### src/rtl/imem_uart_loader.sv
// Boot loader: receives a length-prefixed program image over 8N1 UART, writes it word by word
// into instruction memory, and releases the processor from reset once the image is complete.
module imem_uart_loader #(
    parameter int CLKS_PER_BIT = 868,
    parameter int ADDR_WIDTH   = 8
) (
    input  logic                  clk,
    input  logic                  reset_n,
    input  logic                  uart_rx,
    output logic                  imem_we,
    output logic [ADDR_WIDTH-1:0] imem_waddr,
    output logic [31:0]           imem_wdata,
    output logic                  cpu_reset_n,
    output logic                  load_done,
    output logic                  load_error
);

    localparam int              CW        = $clog2(CLKS_PER_BIT);
    localparam logic [CW-1:0]   BIT_LAST  = CW'(CLKS_PER_BIT - 1);
    localparam logic [CW-1:0]   HALF_LAST = CW'(CLKS_PER_BIT / 2 - 1);
    localparam logic [16:0]     CAPACITY  = 17'(2 ** ADDR_WIDTH);

    typedef enum logic [1:0] {RX_IDLE, RX_START, RX_DATA, RX_STOP} rx_state_t;
    typedef enum logic [2:0] {L_CNT_LO, L_CNT_HI, L_DATA, L_DONE, L_ERR} ld_state_t;

    rx_state_t       rx_state;
    ld_state_t       l_state;
    logic            rx_meta;
    logic            rx_sync;
    logic [CW-1:0]   bit_cnt;
    logic [2:0]      bit_idx;
    logic [7:0]      rx_shift;
    logic [7:0]      rx_byte;
    logic            byte_valid;
    logic            frame_err;
    logic [15:0]     count_q;
    logic [15:0]     word_cnt;
    logic [1:0]      byte_idx;
    logic [31:0]     word_sr;

    // UART receiver. The synchroniser flops reset to the idle-high line level so no
    // false start bit is seen as reset is released.
    always_ff @(posedge clk) begin
        if (!reset_n) begin
            rx_meta    <= 1'b1;
            rx_sync    <= 1'b1;
            rx_state   <= RX_IDLE;
            bit_cnt    <= '0;
            bit_idx    <= '0;
            rx_shift   <= '0;
            rx_byte    <= '0;
            byte_valid <= 1'b0;
            frame_err  <= 1'b0;
        end else begin
            // NOTE: all state here uses non-blocking assignments so every flop samples
            // pre-edge values; blocking would let rx_sync see rx_meta's new value early.
            rx_meta    <= uart_rx;
            rx_sync    <= rx_meta;
            byte_valid <= 1'b0;
            frame_err  <= 1'b0;
            case (rx_state)
                RX_IDLE: begin
                    bit_cnt <= '0;
                    bit_idx <= '0;
                    if (!rx_sync) rx_state <= RX_START;
                end
                RX_START: begin
                    if (bit_cnt == HALF_LAST) begin
                        bit_cnt  <= '0;
                        rx_state <= rx_sync ? RX_IDLE : RX_DATA;
                    end else begin
                        bit_cnt <= bit_cnt + 1'b1;
                    end
                end
                RX_DATA: begin
                    if (bit_cnt == BIT_LAST) begin
                        bit_cnt  <= '0;
                        rx_shift <= {rx_sync, rx_shift[7:1]};
                        if (bit_idx == 3'd7) rx_state <= RX_STOP;
                        else                 bit_idx  <= bit_idx + 1'b1;
                    end else begin
                        bit_cnt <= bit_cnt + 1'b1;
                    end
                end
                RX_STOP: begin
                    if (bit_cnt == BIT_LAST) begin
                        bit_cnt  <= '0;
                        rx_state <= RX_IDLE;
                        if (rx_sync) begin
                            rx_byte    <= rx_shift;
                            byte_valid <= 1'b1;
                        end else begin
                            frame_err <= 1'b1;
                        end
                    end else begin
                        bit_cnt <= bit_cnt + 1'b1;
                    end
                end
                default: rx_state <= RX_IDLE;
            endcase
        end
    end

    // Loader. Only control state is reset; the memory being written is external and
    // keeps whatever was already loaded.
    always_ff @(posedge clk) begin
        if (!reset_n) begin
            l_state     <= L_CNT_LO;
            count_q     <= '0;
            word_cnt    <= '0;
            byte_idx    <= '0;
            word_sr     <= '0;
            imem_we     <= 1'b0;
            imem_waddr  <= '0;
            imem_wdata  <= '0;
            cpu_reset_n <= 1'b0;
            load_done   <= 1'b0;
            load_error  <= 1'b0;
        end else begin
            imem_we <= 1'b0;
            // Advance after each write, except after the last so the address never wraps.
            if (imem_we && l_state != L_DONE) imem_waddr <= imem_waddr + 1'b1;
            if (l_state == L_DONE) begin
                load_done   <= 1'b1;
                cpu_reset_n <= 1'b1;
            end
            if (frame_err) begin
                l_state    <= L_ERR;
                load_error <= 1'b1;
            end else if (byte_valid) begin
                case (l_state)
                    L_CNT_LO: begin
                        count_q[7:0] <= rx_byte;
                        l_state      <= L_CNT_HI;
                    end
                    L_CNT_HI: begin
                        count_q[15:8] <= rx_byte;
                        if ({rx_byte, count_q[7:0]} == 16'd0) begin
                            l_state <= L_DONE;
                        end else if ({1'b0, rx_byte, count_q[7:0]} > CAPACITY) begin
                            l_state    <= L_ERR;
                            load_error <= 1'b1;
                        end else begin
                            l_state <= L_DATA;
                        end
                    end
                    L_DATA: begin
                        word_sr  <= {rx_byte, word_sr[31:8]};
                        byte_idx <= byte_idx + 1'b1;
                        if (byte_idx == 2'd3) begin
                            imem_we    <= 1'b1;
                            imem_wdata <= {rx_byte, word_sr[31:8]};
                            word_cnt   <= word_cnt + 16'd1;
                            if (word_cnt + 16'd1 == count_q) l_state <= L_DONE;
                        end
                    end
                    default: ;
                endcase
            end
        end
    end

endmodule

### config.mk
export PLATFORM = sky130hd
export DESIGN_NAME = imem_uart_loader
export DESIGN_NICKNAME = d
export VERILOG_FILES = /design/src/rtl/imem_uart_loader.sv
export SDC_FILE = /design/constraint.sdc
export NUM_CORES = 1
export LEC_CHECK = 0
export CELL_PAD_IN_SITES_DETAIL_PLACEMENT = 1
export CELL_PAD_IN_SITES_GLOBAL_PLACEMENT = 2
export CORE_MARGIN = 2
export CORE_UTILIZATION = 39
export CTS_BUF_LIST = sky130_fd_sc_hd__clkbuf_16
export CTS_CLUSTER_DIAMETER = 100
export DETAILED_ROUTE_END_ITERATION = 16
export GPL_ROUTABILITY_DRIVEN = 0
export HOLD_SLACK_MARGIN = 0.08
export PLACE_DENSITY_LB_ADDON = 0.1
export REMOVE_ABC_BUFFERS = 1
export SLEW_MARGIN = 0
export SYNTH_ARGS = -nofsm -noshare
export SYNTH_HDL_FRONTEND = slang
export SYNTH_SLANG_ARGS = --single-unit
### constraint.sdc
create_clock -name clk -period 2.8 [get_ports clk]
set_input_delay 0.28 -clock clk [delete_from_list [all_inputs] [get_ports clk]]
set_output_delay 0.28 -clock clk [all_outputs]
set_load 0.02 [all_outputs]
Yosys cells after proc, flatten, opt, wreduce, memory -nomap -nowiden
Index checks and enable logic that the tools add are counted.

Register bits after elaboration: 147. Latch bits: 0. Bits in writable memories: 0. Memory bits (read-only): 0. Input bits: 3. Output and inout bits: 44. Logic and storage cells: 107. Memories: 0.

Add/sub/neg operators: 5. Multiply operators: 0. Div/mod/pow operators: 0. Magnitude comparators: 1. Eq/ne operators: 23. Shifts and indexed selects: 0. Mux-type cells: 28. Bitwise gates (word level): 4. Reductions and logical operators: 25.

Operators with widths (count): $pmux 10 s3 (1); $mux 3 (8); $mux 10 (2); $ne 2x2->1 const B (9); $reduce_and 3->1 (6); $add 16x1->16 const B (1); $eq 16x16->1 (1); $gt 16x9->1 const B (1); $logic_not 16->1 (1); $reduce_and 4->1 (4); $mux 2 (6); $add 10x1->10 const B (1); $eq 10x10->1 const B (1); $eq 10x9->1 const B (1); $pmux 3 s3 (1); $add 8x1->8 const B (1); $mux 1 (8); $pmux 2 s4 (1); $reduce_bool 2->1 (4); $eq 2x2->1 const B (3); $eq 3x2->1 const B (2); $ne 3x3->1 const B (2); $pmux 3 s2 (1); $reduce_and 5->1 (1); other kinds (15) (19).

Depth between registers and ports, before layout
Gate-level depths: netlist of run 1.

Depth in word-level cells: 7. Depth in mapped cells: 8. Depth with buffers taken out: 8.

Worst setup path before layout of run 1
OpenSTA, ideal clock, no wires.

Path type: reg2reg. Start: register bit_idx[0]. End: register bit_idx[0]. Library setup time: 0.116 ns. Arrival time: 1.686 ns. Required time: 2.684 ns. Setup slack: 0.997 ns. Stages on the path, launching flop included: 7. Buffers on the path: 0. Period minus slack after synthesis: 1.803 ns. Path through: dfxtp_1 ha_1 ha_1 or4_4 mux2_4 a22oi_2 nor2b_2.

Cells in the longest elaborated chain, start to end: 4. Elaborated cells between the ends (all ways): 7. Those cells by class: add/sub (1); eq/ne (2); mux (3); reduce/logical (1).

Ends and longest elaborated chain: start: declaration (RTL line 31) `logic [2:0] bit_idx;`; start signal: assignment (RTL line 80) `else bit_idx <= bit_idx + 1'b1;`; $add 3x1->3 (RTL line 80); $mux 3 (RTL line 79) `if (bit_idx == 3'd7) rx_state <= RX_STOP;`; $mux 3 (RTL line 76) `if (bit_cnt == BIT_LAST) begin`; $pmux 3 s2 (RTL line 61) `case (rx_state)`.

Several ways; a longest one is shown, not always the timed one. The select of a mux whose other input is x is not followed. A chain may end at the register's enable or synchronous reset.

Final worst setup path of run 1
Start: register word_cnt[0]. End: register l_state[0].

Cells in the longest elaborated chain, start to end: 4.

Ends and longest elaborated chain: start: declaration (RTL line 37) `logic [15:0] word_cnt;`; start signal: assignment (RTL line 153) `word_cnt <= word_cnt + 16'd1;`; $add 16x1->16 (RTL line 154) `if (word_cnt + 16'd1 == count_q) l_state <= L_DONE;`; $eq 16x16->1 (RTL line 154); $ne 2x2->1 (no source line); $reduce_and 4->1 (no source line); end signal: assignment (RTL line 141) `l_state <= L_ERR;`; end signal: assignment (RTL line 144) `l_state <= L_DATA;`; end signal: assignment (RTL line 154); end: declaration (RTL line 27) `ld_state_t l_state;`.

Every way passes these cells.

==> results of run 1 <==
## layout by cell type (no fill, tap or decap), types with 3 or more instances in the layout
| cell type | synthesis | final |
|---|---|---|
| nor4_1 | 7 | 7 |
| clkbuf_16 | 0 | 17 |
| a21oi_1 | 6 | 6 |
| inv_1 | 6 | 9 |
| a21boi_0 | 74 | 74 |
| nand3_1 | 24 | 24 |
| xnor2_1 | 41 | 41 |
| bufinv_16 | 0 | 3 |
| nand2b_1 | 3 | 3 |
| clkinvlp_4 | 0 | 3 |
| nor2_1 | 25 | 25 |
| nor2b_1 | 28 | 28 |
| and3_1 | 9 | 9 |
| clkdlybuf4s50_1 | 0 | 45 |
| nand4_1 | 7 | 7 |
| or3_1 | 3 | 3 |
| mux2i_1 | 22 | 22 |
| xor2_1 | 11 | 11 |
| ha_1 | 7 | 7 |
| and2_1 | 24 | 24 |
| buf_4 | 3 | 9 |
| nand2_1 | 156 | 156 |
| dfxtp_1 | 139 | 139 |
| o21ai_0 | 9 | 9 |
| nor3_1 | 6 | 6 |
## kinds of logic (layout without fill, tap and decap cells)
family	after synthesis	after routing	synth area share, %
fa+ha+maj	7	7	1.468
flops	139	139	46.65
buf+inv	41	94	2.916
compound gates	106	106	13.01
simple gates	306	306	24.38
mux	23	23	3.944
xor+xnor	52	52	7.636
## power groups by stage
| stage | clock [mW] | sequential (mW) | combinational (mW) |
|---|---|---|---|
| 2_1_floorplan | 0 | 2.02 | 0.0237 |
| 3_3_place_gp | 0 | 2.03 | 0.0543 |
| 3_5_place_dp | 0 | 2.03 | 0.0546 |
| 4_1_cts | 2.29 | 1.98 | 0.0546 |
| 5_1_grt | 2.38 | 1.98 | 0.0586 |
| 6_report | 2.22 | 1.98 | 0.0538 |
## flip-flops by register name (all words and copies together), names as in the netlist, named ones only
| name | flops |
|---|---|
| l_state | 3 |
| rx_byte | 8 |
| imem_we | 1 |
| word_cnt | 16 |
| imem_waddr | 8 |
| load_done | 1 |
| rx_shift | 8 |
| rx_meta | 1 |
| byte_valid | 1 |
| imem_wdata | 32 |
| bit_idx | 3 |
| load_error | 1 |
| byte_idx | 2 |
| bit_cnt | 10 |
| frame_err | 1 |
| rx_state | 1 |
| rx_sync | 1 |
| word_sr | 24 |
| count_q | 16 |
## cell type report
type                       instances  share of cell area (%)
clock inverter                    15                   2.214
timing repair buffer              56                   7.568
sequential                       139                   38.78
clock buffer                      17                   5.929
multi-input combinational        494                   41.92
inverter                           6                  0.3139
tap                              188                   3.278
## metrics by stage
| step | cell area (um^2) | util (%) |
|---|---|---|
| final | 7176 | 47.55 |
| after global routing | 7176 | 47.55 |
| after CTS | 7176 | 47.55 |
| after detailed placement | 6591 | 43.68 |
| after global placement | 6591 | 43.68 |
| after floorplan | 5813 | - |
## routing by layer
layer  GRT usage (%)  up-vias
met1           22.11     2191
li1                -     2320
met5               0        -
met4           7.757        0
met2           31.46       57
met3           3.881       24
## worst paths after layout
check | start | endpoint | slack [ns] | depth (start not counted)
max reg2reg | word_cnt[0] | l_state[0] | 0.67 | 8
min | reset_n | rx_meta | 0.31 | 3
max | word_cnt[0] | l_state[0] | 0.67 | 8
min reg2reg | rx_meta | rx_sync | 0.41 | 1
## worst max-delay path, delay by kind of cell (launching register included)
family / cells / cell delay (ns)
AND/OR/NAND/NOR: 3 / 0.71
flip-flops: 1 / 0.44
AO/OA/AOI/OAI: 2 / 0.27
adder cells (fa/ha/maj): 1 / 0.26
buffers and inverters: 1 / 0.24
XOR/XNOR: 1 / 0.15
==> results by group, run 1 <==
Final layout
  • Combined area of the multi-input logic cells: 3008 um^2
  • Non-filler cells, final: 915
  • Reg area: 2783 um^2
  • Share of cells above drive strength 1: 6.740%
  • ANT cells: 0
  • Post-synthesis to final-layout area growth: 20.31%
  • Layout filler cell count: 1,720
  • Post-layout net count: 724

Power and ir drop
  • Part of the power in combinational logic: 1.3%
  • Leak pwr: 2.451 nW
  • Power density over cell area: 593.7 nW/um^2
  • Int Power: 3.387 mW
  • Sequential share of power: 46.5%
  • Net load switching power: 872.9 uW
  • Power consumption: 4.260 mW
  • Worst supply voltage drop on vdd: 0.0004026 V
  • Clock network fraction of total power: 52.2%
  • Share of total power consumed by net switching: 20.49%

Synth
  • Proportion of synthesized flip-flops having asynchronous set or reset: 0%
  • Post-synth EDFFs: 0
  • List of most frequent post-synthesis cells: nand2_1 (156), dfxtp_1 (139), a21boi_0 (74), xnor2_1 (41), nor2b_1 (28)
  • Area of the mapped netlist: 5964 um^2
  • Post-synth top flop: dfxtp_1
  • Sequential area share after synthesis: 46.65%
  • Number of instances in the synthesized netlist: 674
  • Number of warnings printed during yosys synthesis: 0
  • Post-synthesis register bit count: 139
  • Mean area per synthesized cell: 8.849 um^2
  • Number of distinct standard cells referenced by the synthesized netlist: 51
  • Biggest area contributors in the synthesized netlist: dfxtp_1 (47%), nand2_1 (9.8%), a21boi_0 (9.3%), xnor2_1 (6.0%), mux2i_1 (3.7%)
  • Share of the synthesized area in the top cell type: 46.65%
  • Area leader, netlist: dfxtp_1
  • Most frequently used cell type in the post-synthesis netlist: nand2_1

Setup path
  • Maximum fanout count along the critical path: 6
  • Delay of the slowest cell on the worst path: 0.44 ns
  • Standard cell with the maximum stage delay on the critical path: dfxtp_1
  • Required time at the endpoint of the critical path: 3.16 ns
  • Category of the critical setup timing path: reg2reg
  • Crit end category: register
  • Crit path arrival time: 2.49 ns
  • CP Launch Type: register
  • Critical path, cell by cell: ha_1, nand3_1, buf_4, nor4_2, xnor2_1, o21ai_0, nor4_1, a41o_1

Detailed routing
  • Wire length per cell: 15.29 um
  • First DRT Iteration DRCs: 181
  • Via density per instance: 5.019
  • Max layer used: met4
  • Length of routed met3 wiring: 316 um
  • Post-Route M1 WL: 6.578 mm
  • Via count: 4,592
  • Met2 routed wirelength: 6.802 mm
  • Final routed DRC violation total: 0
  • Antenna violation net count after detailed routing: 0
  • Length of the first detailed-routing pass in iterations: 4
  • Aggregate routed wire length: 13.99 mm

Die
  • Placement Rows: 45
  • Die Width: 127.7 um
  • Initial core utilization: 39.53%
  • Overall die height: 127.7 um
  • Number of placed I/O pins: 47
  • Die area: 16,300 um^2
  • CORE AREA: 15,090 um^2

Clock tree
  • # clock sinks: 139
  • CTS tree: done
  • Number of hold buffers added after cts: 0
  • Resized cells post-CTS: 0
  • Clock input transition at the sequential cells of the worst setup and hold paths: 0.06 ns
  • Root Buffer: clkbuf_16
  • CTS buffer count: 17
  • Maximum clock path buffer count: 2
  • H-tree depth reported by CTS: 4
  • Post-CTS Repair Setup Buffers: 0
  • Clock latency reported for the late side of the worst-skew pair: 0.42 ns

Global routing
  • Overall global routing resource usage: 18.26%
  • Maximum number of pins on one net before global-route repair: 57
  • Gr ovfl total: 0
  • Via count of the first global-routing pass: 4,806
  • Global-route wire length before repair: 23.61 mm
  • Initial antenna violation count: 0

Timing
  • Measured slew at the worst slew-check pin: 0.8060 ns
  • Unrepaired setup endpoints after global routing: no
  • Period utilisation layout: 75.97%
  • Total setup violations reported at the end of the flow: 0
  • Final critical delay including setup and external delays: 2.127 ns
  • Setup TNS after final layout: 0 ns
  • Hold violation total from the final report: 0
  • Max_slew headroom: 46.03%
  • Skew final: 0.006143 ns
  • Final slew viol count: 0
  • Upper clock frequency limit: 470.1 MHz
  • Tightest hold margin: 0.3140 ns
  • Setup slack of the critical path after layout: 0.6730 ns

Place
  • Number of placed instances with taps included: 883
  • Count of buffers from port buffering: 46
  • Final HPWL DP: 9.410 mm
  • Placement-stage worst setup slack: 0.6818 ns

Hold path
  • Tightest Hold Check Type: in2reg

Flow run
  • Count of max-cap constraint violations: 0

Outcome
  • Run status: completed
Power figures use the tool's default switching activity.
==> run 2: changes to the inputs <==
Settings changed: CORE_UTILIZATION 39 to 36.
Clock period 2.8 ns to 2.1 ns, I/O delays scaled along.
==> results by group, run 2 (synthesis gave the netlist of run 1 again) <==
Power and ir drop
  • Power consumption: 5.653 mW (was 4.260 mW)
  • Leak pwr: 2.538 nW (was 2.451 nW)
  • Net load switching power: 1.233 mW (was 872.9 uW)
  • Clock network fraction of total power: 51.9% (was 52.2%)
  • Worst supply voltage drop on vdd: 0.0005636 V (was 0.0004026 V)
  • Int Power: 4.419 mW (was 3.387 mW)
  • Power density over cell area: 768.2 nW/um^2 (was 593.7 nW/um^2)
  • Part of the power in combinational logic: 1.3% (about the same)
  • Sequential share of power: 46.7% (was 46.5%)
  • Share of total power consumed by net switching: 21.82% (was 20.49%)

Die
  • Overall die height: 132.7 um (was 127.7 um)
  • Number of placed I/O pins: 47 (unchanged)
  • Initial core utilization: 36.35% (was 39.53%)
  • Die area: 17,610 um^2 (was 16,300 um^2)
  • Die Width: 132.7 um (was 127.7 um)
  • Placement Rows: 47 (was 45)
  • CORE AREA: 16,410 um^2 (was 15,090 um^2)

Clock tree
  • Clock input transition at the sequential cells of the worst setup and hold paths: 0.06 ns (about the same)
  • Maximum clock path buffer count: 2 (unchanged)
  • Clock latency reported for the late side of the worst-skew pair: 0.43 ns (was 0.42 ns)
  • # clock sinks: 139 (unchanged)
  • H-tree depth reported by CTS: 4 (unchanged)
  • CTS buffer count: 17 (unchanged)
  • CTS tree: done (unchanged)
  • Number of hold buffers added after cts: 0 (unchanged)
  • Root Buffer: clkbuf_16 (unchanged)

Timing
  • Max_slew headroom: 71.38% (was 46.03%)
  • Final critical delay including setup and external delays: 1.907 ns (was 2.127 ns)
  • Measured slew at the worst slew-check pin: 0.4248 ns (was 0.8060 ns)
  • Final slew viol count: 0 (unchanged)
  • Period utilisation layout: 90.80% (was 75.97%)
  • Total setup violations reported at the end of the flow: 0 (unchanged)
  • Setup TNS after final layout: 0 ns (unchanged)
  • Unrepaired setup endpoints after global routing: no (unchanged)
  • Skew final: 0.009190 ns (was 0.006143 ns)
  • Hold violation total from the final report: 0 (unchanged)
  • Upper clock frequency limit: 524.4 MHz (was 470.1 MHz)
  • Setup slack of the critical path after layout: 0.1932 ns (was 0.6730 ns)

Outcome
  • Run status: completed (unchanged)

Setup path
  • Delay of the slowest cell on the worst path: 0.57 ns (was 0.44 ns)
  • Capture instance of the worst register-to-register path: bit_idx[0] (was l_state[0])
  • Maximum fanout count along the critical path: 4 (was 6)
  • Critical register-to-register path startpoint: bit_idx[0] (was word_cnt[0])
  • Critical path, cell by cell: ha_1, ha_1, or4_4, mux2_4, a22oi_2, nor2b_2 (was ha_1, nand3_1, buf_4, nor4_2, xnor2_1, o21ai_0, nor4_1, a41o_1)
  • Standard cell with the maximum stage delay on the critical path: or4_4 (was dfxtp_1)
  • Worst path top cell family by delay: simple AND/OR/NAND/NOR gates (unchanged)
  • Required time at the endpoint of the critical path: 2.41 ns (was 3.16 ns)
  • Total buffers and inverters traversed by the critical path: 0 (was 1)
  • Register-to-register setup slack: 0.19 ns (was 0.67 ns)
  • Crit end category: register (unchanged)
  • Cell repeated most along the worst path: ha_1
  • Crit path arrival time: 2.22 ns (was 2.49 ns)
  • Logic depth of the worst register-to-register path: 6 (was 8)
  • CP Launch Type: register (unchanged)
  • Category of the critical setup timing path: reg2reg (unchanged)

Global routing
  • Via count of the first global-routing pass: 4,900 (was 4,806)
  • Global-route wire length before repair: 24.32 mm (was 23.61 mm)
  • Overall global routing resource usage: 17.22% (was 18.26%)
  • Maximum number of pins on one net before global-route repair: 71 (was 57)
  • Gr ovfl total: 0 (unchanged)
  • Initial antenna violation count: 0 (unchanged)

Detailed routing
  • Via count: 4,690 (was 4,592)
  • Aggregate routed wire length: 14.16 mm (was 13.99 mm)
  • Wire length per cell: 14.68 um (was 15.29 um)
  • First DRT Iteration DRCs: 179 (was 181)
  • Via density per instance: 4.860 (was 5.019)
  • Antenna violation net count after detailed routing: 0 (unchanged)
  • Final routed DRC violation total: 0 (unchanged)
  • Length of the first detailed-routing pass in iterations: 4 (unchanged)

Final layout
  • Non-filler cells, final: 965 (was 915)
  • Number of flip-flops under the largest register name: 32 (unchanged)
  • ANT cells: 0 (unchanged)
  • Largest reg by FF count: imem_wdata (unchanged)
  • Most frequent cells in the layout: nand2_1 (156), dfxtp_1 (139), a21boi_0 (74) (unchanged)
  • Most frequent standard cell in the layout excluding fill and tap cells: nand2_1 (unchanged)
  • Registers with the most flip-flops: imem_wdata (32), word_sr (24) (unchanged)
  • Post-layout net count: 742 (was 724)
  • Reg area: 2783 um^2 (unchanged)
  • Utilization after layout: 44.85% (was 47.55%)
  • Post-synthesis to final-layout area growth: 23.37% (was 20.31%)
  • Layout filler cell count: 1,897 (was 1,720)
  • Combined area of the multi-input logic cells: 3025 um^2 (was 3008 um^2)
  • Share of cells above drive strength 1: 9.933% (was 6.740%)

Place
  • Count of buffers from port buffering: 46 (unchanged)
  • Number of placed instances with taps included: 932 (was 883)
  • Final HPWL DP: 9.643 mm (was 9.410 mm)
  • Placement-stage worst setup slack: 0.06653 ns (was 0.6818 ns)

Hold path
  • Number of instances on the worst hold path: 2 (was 3)
  • Tightest Hold Check Type: in2reg (unchanged)
  • End point of the worst hold path: imem_wdata[3] (was rx_meta)
  • Origin of the worst min-delay path: reset_n (unchanged)

Flow run
  • Count of max-cap constraint violations: 0 (unchanged)
run 2: changes by cell type in the layout (fill, tap and decap cells not counted), sizes merged:
cell | before | now
buf | 11 | 29
bufinv | 3 | 2
clkinv | 5 | 6
run 2: worst max-delay path by stage:
stage,from,end,slack [ns],cells past startpoint
global placement,word_cnt[1],l_state[0],0.17,7
detailed placement,word_cnt[1],l_state[0],0.07,7
global route,word_cnt[1],l_state[0],0.02,7
CTS,bit_cnt[3],bit_cnt[3],0.04,5
finish,bit_idx[0],bit_idx[0],0.19,6
floorplan,l_state[0],word_cnt[10],-0.81,5
run 2: cell type report:
class	instances	area share [%]
inverters	6	0.3061
clock inverters	15	2.023
clock buffers	17	5.781
repair buffers	74	9.216
multi-input cells	494	41.12
flip-flops and latches	139	37.82
well taps	220	3.741
run 2: power groups by stage:
stage / Combinational [mW] / Sequential [mW] / Clock [mW]
after floorplan: 0.0316 / 2.70 / 0
after global placement: 0.0745 / 2.70 / 0
after detailed placement: 0.0762 / 2.70 / 0
after CTS: 0.0762 / 2.64 / 3.03
after global routing: 0.0817 / 2.64 / 3.15
final: 0.0739 / 2.64 / 2.94
run 2: repair_timing:
item	4_1_cts	5_1_grt
endpoints found under the setup margin	0	27
gates resized for setup	0	4
setup buffers	0	1
run 2: worst register-to-register path, stage by stage (launching register included):
cell     delay (ns)
dfxtp_1        0.34
ha_1           0.22
ha_1           0.20
or4_4          0.57
mux2_4         0.28
a22oi_2        0.13
nor2b_2        0.05
run 2: through the flow:
stage	hold slack, ns	instance area [um^2]
global placement	0.3922	6759
finish	0.1988	7358
global route	0.1951	7358
detailed placement	0.4121	6759
CTS	0.1786	7333
floorplan	0.2830	5813
run 2: per-layer routing:
metal  wire length, um  global-route usage, %
met1              6630                  21.03
met2              7016                  29.91
met3               314                  3.487
met4               200                  6.452
met5                 0                      0
==> run 3: changes to the inputs <==
Settings changed: GPL_TIMING_DRIVEN from default to 0.
==> results by group, run 3 (synthesis gave the netlist of run 1 again) <==
Timing
  • Period utilisation layout: 95.09% (was 90.80%)
  • Unrepaired setup endpoints after global routing: yes (was no)
  • Measured slew at the worst slew-check pin: 0.5582 ns (was 0.4248 ns)
  • Final critical delay including setup and external delays: 1.997 ns (was 1.907 ns)
  • Total setup violations reported at the end of the flow: 0 (unchanged)
  • Hold violation total from the final report: 0 (unchanged)
  • Skew final: 0.007865 ns (was 0.009190 ns)
  • Final slew viol count: 0 (unchanged)
  • Setup TNS after final layout: 0 ns (unchanged)
  • Upper clock frequency limit: 500.8 MHz (was 524.4 MHz)
  • Max_slew headroom: 62.65% (was 71.38%)

Die
  • Placement Rows: 47 (unchanged)
  • Overall die height: 132.7 um (unchanged)
  • Number of placed I/O pins: 47 (unchanged)
  • CORE AREA: 16,410 um^2 (unchanged)
  • Die Width: 132.7 um (unchanged)
  • Die area: 17,610 um^2 (unchanged)
  • Initial core utilization: 36.35% (unchanged)

Setup path
  • Category of the critical setup timing path: reg2reg (unchanged)
  • Register-to-register setup slack: 0.10 ns (was 0.19 ns)
  • Critical register-to-register path startpoint: byte_idx[0] (was bit_idx[0])
  • CP Launch Type: register (unchanged)
  • Logic depth of the worst register-to-register path: 6 (unchanged)
  • Crit end category: register (unchanged)
  • Required time at the endpoint of the critical path: 2.45 ns (was 2.41 ns)
  • Capture instance of the worst register-to-register path: l_state[0] (was bit_idx[0])
  • Maximum fanout count along the critical path: 5 (was 4)
  • Crit path arrival time: 2.34 ns (was 2.22 ns)

Hold path
  • Number of instances on the worst hold path: 2 (unchanged)
  • Origin of the worst min-delay path: reset_n (unchanged)
  • End point of the worst hold path: word_sr[18] (was imem_wdata[3])
  • Tightest Hold Check Type: in2reg (unchanged)

Final layout
  • Post-layout net count: 724 (was 742)
  • Cell area after layout: 7331 um^2 (was 7358 um^2)
  • Combined area of the multi-input logic cells: 3132 um^2 (was 3025 um^2)
  • Post-synthesis to final-layout area growth: 22.91% (was 23.37%)
  • Most frequent standard cell in the layout excluding fill and tap cells: nand2_1 (unchanged)
  • Reg area: 2784 um^2 (was 2783 um^2)
  • Most frequent cells in the layout: nand2_1 (155), dfxtp_1 (138), a21boi_0 (74) (was nand2_1 (156), dfxtp_1 (139), a21boi_0 (74))
  • Registers with the most flip-flops: imem_wdata (32), word_sr (24) (unchanged)
  • Utilization after layout: 44.68% (was 44.85%)
  • Number of flip-flops under the largest register name: 32 (unchanged)
  • ANT cells: 0 (unchanged)
  • Layout filler cell count: 1,895 (was 1,897)
  • Non-filler cells, final: 946 (was 965)
  • Share of cells above drive strength 1: 9.091% (was 9.933%)
  • Largest reg by FF count: imem_wdata (unchanged)

Global routing
  • Overall global routing resource usage: 16.78% (was 17.22%)
  • Initial antenna violation count: 0 (unchanged)
  • Maximum number of pins on one net before global-route repair: 86 (was 71)
  • Via count of the first global-routing pass: 4,847 (was 4,900)
  • Global-route wire length before repair: 23.87 mm (was 24.32 mm)
  • Gr ovfl total: 0 (unchanged)

Clock tree
  • Number of hold buffers added after cts: 0 (unchanged)
  • Clock input transition at the sequential cells of the worst setup and hold paths: 0.06 ns (about the same)
  • CTS buffer count: 17 (unchanged)
  • Clock latency reported for the late side of the worst-skew pair: 0.41 ns (was 0.43 ns)
  • # clock sinks: 139 (unchanged)
  • Root Buffer: clkbuf_16 (unchanged)
  • H-tree depth reported by CTS: 4 (unchanged)
  • Maximum clock path buffer count: 2 (unchanged)
  • CTS tree: done (unchanged)

Power and ir drop
  • Leak pwr: 2.479 nW (was 2.538 nW)
  • Worst supply voltage drop on vdd: 0.0005372 V (was 0.0005636 V)
  • Power consumption: 5.570 mW (was 5.653 mW)
  • Power density over cell area: 759.8 nW/um^2 (was 768.2 nW/um^2)

Place
  • Count of buffers from port buffering: 46 (unchanged)
  • Final HPWL DP: 9.077 mm (was 9.643 mm)
  • Cell area after placement: 6608 um^2 (was 6759 um^2)
  • Number of placed instances with taps included: 907 (was 932)

Detailed routing
  • Aggregate routed wire length: 14.24 mm (was 14.16 mm)
  • Antenna violation net count after detailed routing: 0 (unchanged)
  • Final routed DRC violation total: 0 (unchanged)
  • Via count: 4,716 (was 4,690)
  • Via density per instance: 4.985 (was 4.860)
  • Length of the first detailed-routing pass in iterations: 4 (unchanged)
  • First DRT Iteration DRCs: 216 (was 179)
  • Wire length per cell: 15.05 um (was 14.68 um)

Outcome
  • Run status: completed (unchanged)

Flow run
  • Count of max-cap constraint violations: 0 (unchanged)
## run 3: cell count changes in the layout (fill, tap and decap cells not counted), sizes merged
cell,change
and3,+2
inv,-2
clkinv,+3
buf,-20
clkinvlp,-2
## run 3: per-layer routing
metal | wire length (um) | GRT usage (%) | share of wire, % | vias up
li1 | - | - | - | 2333
met1 | 6609 | 20.29 | 46 | 2326
met2 | 7193 | 29.62 | 51 | 47
met3 | 279 | 3.563 | 2.0 | 10
met4 | 153 | 5.556 | 1.1 | 0
met5 | 0 | 0 | 0 | -
## run 3: final cells by class
type / count / share of cell area [%]
Clock buffer: 17 / 5.803
Tap cell: 220 / 3.755
Timing Repair Buffer: 54 / 7.612
Inverter: 6 / 0.3072
Sequential cell: 139 / 37.98
Multi-Input combinational cell: 496 / 42.72
Clock inverter: 14 / 1.826
## run 3: worst max-delay path by stage
stage                         endpoint         from  slack [ns]
after detailed placement  word_cnt[15]   byte_valid       -1.32
after floorplan           word_cnt[10]   l_state[0]       -0.81
after global routing        l_state[0]  word_cnt[5]       -0.03
after global placement      bit_cnt[5]      reset_n       -2.86
final                       l_state[0]  byte_idx[0]        0.10
after CTS                  rx_shift[3]   bit_cnt[0]        0.02
## run 3: critical path, stage by stage, from the launching register on
cell and delay (ns):
dfxtp_1 0.35, ha_1 0.31, nand3_1 0.15, nor4_1 0.43, o2111ai_1 0.19, a211oi_1 0.28, a41o_1 0.22
## run 3: what timing repair did
item	in CTS	in global routing
pin swaps	1	4
setup endpoints to repair	92	33
buffers inserted	3	3
resized for setup	13	11
cloned	1	1
## run 3: power breakdown
group	internal, mW	switching [mW]	total (mW)
combinational	0.0361	0.0368	0.0729
clock	1.72	1.13	2.85
sequential	2.64	0.00322	2.64
total	4.40	1.17	5.57
## run 3: stage by stage
| stage | setup WS, ns | hold WS (ns) |
|---|---|---|
| after floorplan | -0.8069 | 0.2830 |
| after global placement | -2.860 | 0.3926 |
| after detailed placement | -1.320 | 0.3992 |
| after CTS | 0.01912 | 0.2506 |
| after global routing | -0.02636 | 0.2597 |
| final | 0.1031 | 0.2614 |
